### src/rtl/ysyx_25030093_idu_queue.sv
// ysyx_25030093_idu_queue
// Buffered instruction-decode stage. {pc, inst} pairs from the IFU are queued
// in a DEPTH-entry FIFO. The head is decoded to the 6-bit ALU operation code
// and registered toward the EXU behind a valid/ready port.
//
// Ports:
//   clk, rst_n        - clock (rising edge), asynchronous active-low reset
//   flush             - synchronous clear of the FIFO and the output register
//   in_valid/in_ready - IFU handshake; in_pc, in_inst carry the fetch
//   out_valid/out_ready - EXU handshake for the registered decoded bundle
//   out_pc, out_alu_op, out_pc_sel, out_wen, out_rs_read, out_imm,
//   out_rd, out_rs1, out_rs2, out_illegal, out_ebreak - decoded bundle
//   occupancy         - number of FIFO entries, not counting the output register
module ysyx_25030093_idu_queue #(
  parameter int XLEN  = 32,
  parameter int DEPTH = 2,
  parameter bit EN_M  = 1'b0
) (
  input  logic                       clk,
  input  logic                       rst_n,
  input  logic                       flush,
  input  logic                       in_valid,
  output logic                       in_ready,
  input  logic [XLEN-1:0]            in_pc,
  input  logic [31:0]                in_inst,
  output logic                       out_valid,
  input  logic                       out_ready,
  output logic [XLEN-1:0]            out_pc,
  output logic [5:0]                 out_alu_op,
  output logic [1:0]                 out_pc_sel,
  output logic                       out_wen,
  output logic                       out_rs_read,
  output logic [XLEN-1:0]            out_imm,
  output logic [4:0]                 out_rd,
  output logic [4:0]                 out_rs1,
  output logic [4:0]                 out_rs2,
  output logic                       out_illegal,
  output logic                       out_ebreak,
  output logic [$clog2(DEPTH+1)-1:0] occupancy
);

  localparam int PW = (DEPTH > 1) ? $clog2(DEPTH) : 1;
  localparam int CW = $clog2(DEPTH + 1);

  localparam logic [6:0] OPC_LUI    = 7'b0110111;
  localparam logic [6:0] OPC_AUIPC  = 7'b0010111;
  localparam logic [6:0] OPC_JAL    = 7'b1101111;
  localparam logic [6:0] OPC_JALR   = 7'b1100111;
  localparam logic [6:0] OPC_BRANCH = 7'b1100011;
  localparam logic [6:0] OPC_LOAD   = 7'b0000011;
  localparam logic [6:0] OPC_STORE  = 7'b0100011;
  localparam logic [6:0] OPC_OPIMM  = 7'b0010011;
  localparam logic [6:0] OPC_OP     = 7'b0110011;
  localparam logic [6:0] OPC_FENCE  = 7'b0001111;
  localparam logic [6:0] OPC_SYSTEM = 7'b1110011;

  localparam logic [31:0] INST_EBREAK = 32'h0010_0073;

  typedef enum logic [2:0] {
    IMM_I,
    IMM_S,
    IMM_B,
    IMM_U,
    IMM_J
  } imm_sel_e;

  logic [XLEN-1:0] pc_mem   [DEPTH];
  logic [31:0]     inst_mem [DEPTH];
  logic [PW-1:0]   wr_ptr;
  logic [PW-1:0]   rd_ptr;
  logic [CW-1:0]   count;
  logic            push;
  logic            pop;
  logic [XLEN-1:0] head_pc;
  logic [31:0]     head_inst;

  // FIFO handshake. in_ready depends only on the count, so a full FIFO
  // refuses a push even if an entry leaves in the same cycle.
  assign in_ready  = (count < CW'(DEPTH));
  assign push      = in_valid & in_ready;
  assign pop       = (count != '0) & (~out_valid | out_ready);
  assign occupancy = count;
  assign head_pc   = pc_mem[rd_ptr];
  assign head_inst = inst_mem[rd_ptr];

  // Entry storage needs no reset: only slots covered by the count are read.
  always_ff @(posedge clk) begin
    if (push && !flush) begin
      pc_mem[wr_ptr]   <= in_pc;
      inst_mem[wr_ptr] <= in_inst;
    end
  end

  // Pointers and count. DEPTH is a power of two, so the pointers wrap
  // naturally. Flush wins over any push or pop in the same cycle.
  always_ff @(posedge clk or negedge rst_n) begin
    if (!rst_n) begin
      wr_ptr <= '0;
      rd_ptr <= '0;
      count  <= '0;
    end else if (flush) begin
      wr_ptr <= '0;
      rd_ptr <= '0;
      count  <= '0;
    end else begin
      if (push) wr_ptr <= wr_ptr + PW'(1);
      if (pop)  rd_ptr <= rd_ptr + PW'(1);
      case ({push, pop})
        2'b10:   count <= count + CW'(1);
        2'b01:   count <= count - CW'(1);
        default: count <= count;
      endcase
    end
  end

  logic [6:0]  opcode;
  logic [2:0]  funct3;
  logic [6:0]  funct7;
  logic [5:0]  dec_alu_op;
  logic [1:0]  dec_pc_sel;
  logic        dec_wen;
  logic        dec_rs_read;
  logic        dec_illegal;
  logic        dec_ebreak;
  imm_sel_e    imm_sel;
  logic [31:0] imm32;
  logic [XLEN+31:0] imm_wide;
  logic [XLEN-1:0]  dec_imm;

  assign opcode = head_inst[6:0];
  assign funct3 = head_inst[14:12];
  assign funct7 = head_inst[31:25];

  // Decoder. Everything starts out illegal with all controls cleared; only
  // an exact opcode/funct3/funct7 match turns an encoding legal, so every
  // unrecognised pattern falls through with alu_op=0, wen=0, rs_read=0,
  // pc_sel=0. Note bne deliberately leaves rs_read low.
  always_comb begin
    dec_alu_op  = 6'd0;
    dec_pc_sel  = 2'd0;
    dec_wen     = 1'b0;
    dec_rs_read = 1'b0;
    dec_illegal = 1'b1;
    dec_ebreak  = 1'b0;
    imm_sel     = IMM_I;
    case (opcode)
      OPC_LUI: begin
        dec_illegal = 1'b0; dec_alu_op = 6'd2; dec_wen = 1'b1; imm_sel = IMM_U;
      end
      OPC_AUIPC: begin
        dec_illegal = 1'b0; dec_alu_op = 6'd1; dec_wen = 1'b1; imm_sel = IMM_U;
      end
      OPC_JAL: begin
        dec_illegal = 1'b0; dec_alu_op = 6'd3; dec_wen = 1'b1;
        dec_pc_sel  = 2'd2; imm_sel = IMM_J;
      end
      OPC_JALR: begin
        if (funct3 == 3'b000) begin
          dec_illegal = 1'b0; dec_alu_op = 6'd3; dec_wen = 1'b1; dec_pc_sel = 2'd1;
        end
      end
      OPC_BRANCH: begin
        dec_illegal = 1'b0; dec_pc_sel = 2'd3; dec_rs_read = 1'b1; imm_sel = IMM_B;
        case (funct3)
          3'b000:  dec_alu_op = 6'd4;
          3'b001: begin dec_alu_op = 6'd8; dec_rs_read = 1'b0; end
          3'b100:  dec_alu_op = 6'd19;
          3'b101:  dec_alu_op = 6'd14;
          3'b110:  dec_alu_op = 6'd20;
          3'b111:  dec_alu_op = 6'd21;
          default: begin dec_illegal = 1'b1; dec_pc_sel = 2'd0; dec_rs_read = 1'b0; end
        endcase
      end
      OPC_LOAD: begin
        dec_illegal = 1'b0; dec_wen = 1'b1; dec_rs_read = 1'b1;
        case (funct3)
          3'b000:  dec_alu_op = 6'd31;
          3'b001:  dec_alu_op = 6'd32;
          3'b010:  dec_alu_op = 6'd6;
          3'b100:  dec_alu_op = 6'd26;
          3'b101:  dec_alu_op = 6'd35;
          default: begin dec_illegal = 1'b1; dec_wen = 1'b0; dec_rs_read = 1'b0; end
        endcase
      end
      OPC_STORE: begin
        dec_illegal = 1'b0; dec_rs_read = 1'b1; imm_sel = IMM_S;
        case (funct3)
          3'b000:  dec_alu_op = 6'd28;
          3'b001:  dec_alu_op = 6'd29;
          3'b010:  dec_alu_op = 6'd5;
          default: begin dec_illegal = 1'b1; dec_rs_read = 1'b0; end
        endcase
      end
      OPC_OPIMM: begin
        dec_illegal = 1'b0; dec_wen = 1'b1; dec_rs_read = 1'b1;
        case (funct3)
          3'b000: dec_alu_op = 6'd0;
          3'b010: dec_alu_op = 6'd18;
          3'b011: dec_alu_op = 6'd7;
          3'b100: dec_alu_op = 6'd24;
          3'b110: dec_alu_op = 6'd25;
          3'b111: dec_alu_op = 6'd16;
          3'b001: begin
            if (funct7 == 7'b0000000) dec_alu_op = 6'd15;
            else begin dec_illegal = 1'b1; dec_wen = 1'b0; dec_rs_read = 1'b0; end
          end
          default: begin
            if (funct7 == 7'b0000000)      dec_alu_op = 6'd17;
            else if (funct7 == 7'b0100000) dec_alu_op = 6'd27;
            else begin dec_illegal = 1'b1; dec_wen = 1'b0; dec_rs_read = 1'b0; end
          end
        endcase
      end
      OPC_OP: begin
        dec_illegal = 1'b0; dec_wen = 1'b1; dec_rs_read = 1'b1;
        if (funct7 == 7'b0000000) begin
          case (funct3)
            3'b000:  dec_alu_op = 6'd9;
            3'b001:  dec_alu_op = 6'd22;
            3'b010:  dec_alu_op = 6'd23;
            3'b011:  dec_alu_op = 6'd13;
            3'b100:  dec_alu_op = 6'd12;
            3'b101:  dec_alu_op = 6'd33;
            3'b110:  dec_alu_op = 6'd11;
            default: dec_alu_op = 6'd30;
          endcase
        end else if (funct7 == 7'b0100000 && funct3 == 3'b000) begin
          dec_alu_op = 6'd10;
        end else if (funct7 == 7'b0100000 && funct3 == 3'b101) begin
          dec_alu_op = 6'd34;
        end else if (funct7 == 7'b0000001 && EN_M) begin
          // mul, mulh, mulhsu, mulhu, div, divu, rem, remu follow funct3
          dec_alu_op = 6'd36 + {3'b000, funct3};
        end else begin
          dec_illegal = 1'b1; dec_wen = 1'b0; dec_rs_read = 1'b0;
        end
      end
      OPC_FENCE: begin
        dec_illegal = 1'b0;
      end
      OPC_SYSTEM: begin
        if (head_inst == INST_EBREAK) begin
          dec_illegal = 1'b0;
          dec_ebreak  = 1'b1;
        end
      end
      default: ;
    endcase
  end

  // Immediate formats, all sign-extended from bit 31 before widening to XLEN.
  always_comb begin
    imm32 = {{20{head_inst[31]}}, head_inst[31:20]};
    case (imm_sel)
      IMM_S: imm32 = {{20{head_inst[31]}}, head_inst[31:25], head_inst[11:7]};
      IMM_B: imm32 = {{19{head_inst[31]}}, head_inst[31], head_inst[7],
                      head_inst[30:25], head_inst[11:8], 1'b0};
      IMM_U: imm32 = {head_inst[31:12], 12'b0};
      IMM_J: imm32 = {{11{head_inst[31]}}, head_inst[31], head_inst[19:12],
                      head_inst[20], head_inst[30:21], 1'b0};
      default: ;
    endcase
  end

  assign imm_wide = {{XLEN{imm32[31]}}, imm32};
  assign dec_imm  = imm_wide[XLEN-1:0];

  // Output register. It loads whenever the head is popped; otherwise a
  // consumed bundle with nothing behind it drops out_valid, and a stalled
  // bundle keeps every field untouched.
  always_ff @(posedge clk or negedge rst_n) begin
    if (!rst_n) begin
      out_valid   <= 1'b0;
      out_pc      <= '0;
      out_alu_op  <= '0;
      out_pc_sel  <= '0;
      out_wen     <= 1'b0;
      out_rs_read <= 1'b0;
      out_imm     <= '0;
      out_rd      <= '0;
      out_rs1     <= '0;
      out_rs2     <= '0;
      out_illegal <= 1'b0;
      out_ebreak  <= 1'b0;
    end else if (flush) begin
      out_valid <= 1'b0;
    end else if (pop) begin
      out_valid   <= 1'b1;
      out_pc      <= head_pc;
      out_alu_op  <= dec_alu_op;
      out_pc_sel  <= dec_pc_sel;
      out_wen     <= dec_wen;
      out_rs_read <= dec_rs_read;
      out_imm     <= dec_imm;
      out_rd      <= head_inst[11:7];
      out_rs1     <= head_inst[19:15];
      out_rs2     <= head_inst[24:20];
      out_illegal <= dec_illegal;
      out_ebreak  <= dec_ebreak;
    end else if (out_valid && out_ready) begin
      out_valid <= 1'b0;
    end
  end

endmodule
### config.mk
export PLATFORM = sky130hd
export DESIGN_NAME = ysyx_25030093_idu_queue
export DESIGN_NICKNAME = d
export VERILOG_FILES = /design/src/rtl/ysyx_25030093_idu_queue.sv
export SDC_FILE = /design/constraint.sdc
export NUM_CORES = 1
export LEC_CHECK = 0
export CORE_MARGIN = 4
export CORE_UTILIZATION = 40
export CTS_CLUSTER_DIAMETER = 40
export DETAILED_ROUTE_END_ITERATION = 8
export PLACE_DENSITY_LB_ADDON = 0.08
export SLEW_MARGIN = 20
export SYNTH_ARGS = -nofsm -noshare
export SYNTH_HDL_FRONTEND = slang
export SYNTH_SLANG_ARGS = --single-unit
### constraint.sdc
create_clock -name clk -period 8 [get_ports clk]
set_input_delay 2.4 -clock clk [delete_from_list [all_inputs] [get_ports clk]]
set_output_delay 2.4 -clock clk [all_outputs]
set_load 0.02 [all_outputs]
==> flow_summary.yaml <==
drt:
  postRouteAntennaNets: 0
  drc: 0
  totalWireLength_microns: 23910
  vias: 6550
  firstDrtPassIters: 5
  first_iter_violations: 337
  viasPerCell: 5.261
  detail_route.wl_per_cell_microns: 19.20
power:
  powerDensity_mw_per_mm2: 271.2
  p_leak_uw: 0.004696
  ir_drop_v: 0.0001787
  total_power_uw: 3397
clocking:
  cts_setup_buffers: 0
  clock-root-buffer: "clkbuf_16"
  clk_latency_ns: 0.49
  htree_levels: 2
  cts_tree: "done"
  cts.sinks: 224
  cts.path.max_buffers: 3
  postCtsHoldBufs: 0
  post_cts_resized: 0
  cts_made_buffers: 35
  clk_pin_slew_ns: 0.05
sta:
  setup_tns_ns: 0
  max_slew_margin_pct: 37.79
  slew_viol_final: 0
  min_period_over_period_pct: 58.10
  max_freq_mhz: 215.1
  fin_crit_ns: 4.648
  clock_skew_ns: 0.01279
  hold_viol: 0
  timing.final.ws_setup_ns: 3.352
  setup_violations: 0
  tightest_slew_ns: 0.9331
  grt_setup_unrepaired: "false"
placed_design:
  dp.cells: 1183
  place_ws_ns: 2.812
  io_buffer_count: 163
  place_congestion: 0.9040
  dp_hpwl_microns: 16310
floorplanning:
  start_util_pct: 40.59
  core_sq_mm: 0.02340
  die_h_microns: 162.1
  io_pins: 164
  dieArea_sq_mm: 0.02628
  num_rows: 56
  die_x_microns: 162.1
worst_hold_path:
  hold_class: "reg -> reg"
  worstHoldPathCells: 1
  hold_end: "out_imm[13]$_DFFE_PN0P_"
  min_from: "out_imm[13]$_DFFE_PN0P_"
run_status:
  outcome: "completed"
layout:
  antenna_cells: 0
  drive_above_1_share_pct: 9.071
  syn_to_final_growth_pct: 31.85
  layout_commonest_cell: "clkdlybuf4s50_1"
  fin_cells: 1245
  final_cell_mix: "clkdlybuf4s50_1, edfxtp_1, dfrtp_1, nand2_1, o21ai_0"
  nets: 970
  utilization_pct: 53.52
  fillers: 2063
worst_setup_path:
  cp_max_fo: 91
  critPathKind: "in -> reg"
  r2r-start: "rd_ptr$_DFFE_PN0P_"
  ff2ff_path_depth: 7
  path_cells: "clkdlybuf4s50_1 > nor2b_1 > or3_4 > buf_4 > o21ai_0"
  slowest_delay_ns: 0.81
  arrival_ns: 4.98
  cpMaxStageDelayCell: "or3_4"
  cp-end-kind: "register"
  reg2reg_slack_ns: 4.35
  r2r_end: "out_alu_op[3]$_DFFE_PN0P_"
  cp-start-kind: "primary input"
  worstPathRequired_ns: 8.33
logic_synthesis:
  yosys-top-cells-area: "edfxtp_1, dfrtp_1, mux2i_1"
  synth_ff_type: "edfxtp_1"
  netlist_area_sq_mm: 0.009499
  yosysTopAreaCell: "edfxtp_1"
  yosys.area.top_type_share_pct: 40.46
  synth-seq-area-share_pct: 65.75
  async_flop_share_pct: 42.86
  synth_fp_nets: 807
  avgSynthCellArea_sq_um: 12.87
  yosys_warnings: 0
  synthCells: 738
  ys_ff_latch: 224
  synth_edf_count: 128
  yosysUniqueCellTypes: 66
global_routing:
  grt_overflow: 0
  grt_pass1_vias: 6861
  grt_max_degree: 92
  antenna_found_initial: 3
  track_usage_pct: 18.09
  grt_pass1_wl_microns: 37670
flow_run:
  cap_violations: 0
critical path: cells and delay by family:
kind,cells,cell delay [ns]
buffers and inverters,2,1.01
and+or+nand+nor,2,1.30
AOI/OAI and AO/OA,1,0.21
per-layer routing:
layer,vias up,share of wire [%],track usage [%]
met5,-,0.19,0
met4,6,1.6,4.767
met3,41,7.5,5.735
met2,201,49,30.18
met1,3155,42,23.02
li1,3147,-,-
cells in the mapped netlist, drive strengths merged, types with 3 or more instances:
master     n
edfxtp   128
dfrtp     96
nand2     88
o21ai     63
mux2i     59
clkbuf    28
nor2      28
a211oi    23
a21o      22
buf       17
a21oi     15
nand3     15
o31ai     13
nor3       9
a31oi      8
nand2b     8
nor4       8
o221ai     7
inv        6
nand3b     6
or3        6
mux2       5
nand4b     5
o22ai      5
xnor2      5
a22oi      4
and2       4
nand4      4
o21a       4
or2        4
or3b       4
a222oi     3
nand4bb    3
sequential cells by signal (all words and copies together), names as in the netlist:
register     flops
out_pc_sel       2
out_rs1          5
out_illegal      1
occupancy        2
rd_ptr           1
out_rd           5
out_rs_read      1
out_alu_op       6
out_ebreak       1
wr_ptr           1
out_rs2          5
out_valid        1
inst_mem        64
out_imm         32
pc_mem          64
out_wen          1
out_pc          32
cells by family after synthesis:
family	after synthesis	synth area share [%]
flops	224	65.75
simple gates	202	10.66
compound gates	190	13.55
mux	64	6.889
buf+inv	51	2.503
xor+xnor	7	0.6454
worst max-delay path by stage:
stage                                           to  slack, ns  startpoint  cells past startpoint
after global routing         out_pc[3]$_DFFE_PN0P_       3.12   out_ready                      5
after floorplan           inst_mem[1][0]$_DFFE_PP_       0.14       flush                      2
after CTS                   out_pc[31]$_DFFE_PN0P_       3.35   out_ready                      5
after detailed placement    out_pc[17]$_DFFE_PN0P_       2.81   out_ready                      5
after global placement      out_pc[19]$_DFFE_PN0P_       2.97   out_ready                      5
final                        out_pc[3]$_DFFE_PN0P_       3.35   out_ready                      5
area by class of cell:
type                    count  area (sq um)  area share, %
clock buffers              47         980.9          7.832
clock inverters            15         147.6          1.179
inverters                   6         22.52         0.1798
multi-input cells         463          3035          24.24
flip-flops and latches    224          6250          49.90
well taps                 319         399.1          3.187
repair buffers            171          1689          13.49
metrics by stage:
step | hold WS [ns] | cell area [sq um]
final | 0.4709 | 12520
after detailed placement | 0.4650 | 11400
after CTS | 0.4746 | 12520
after global routing | 0.4783 | 12520
after floorplan | 0.5049 | 9499
after global placement | 0.4611 | 11400
where the power goes:
part / total, uW / internal, uW / switching, uW
sequential: 1420 / 1340 / 78.7
combinational: 532 / 251 / 281
clock: 1440 / 928 / 515
total: 3400 / 2520 / 875
Note: power is estimated with default switching activity, not from simulation.
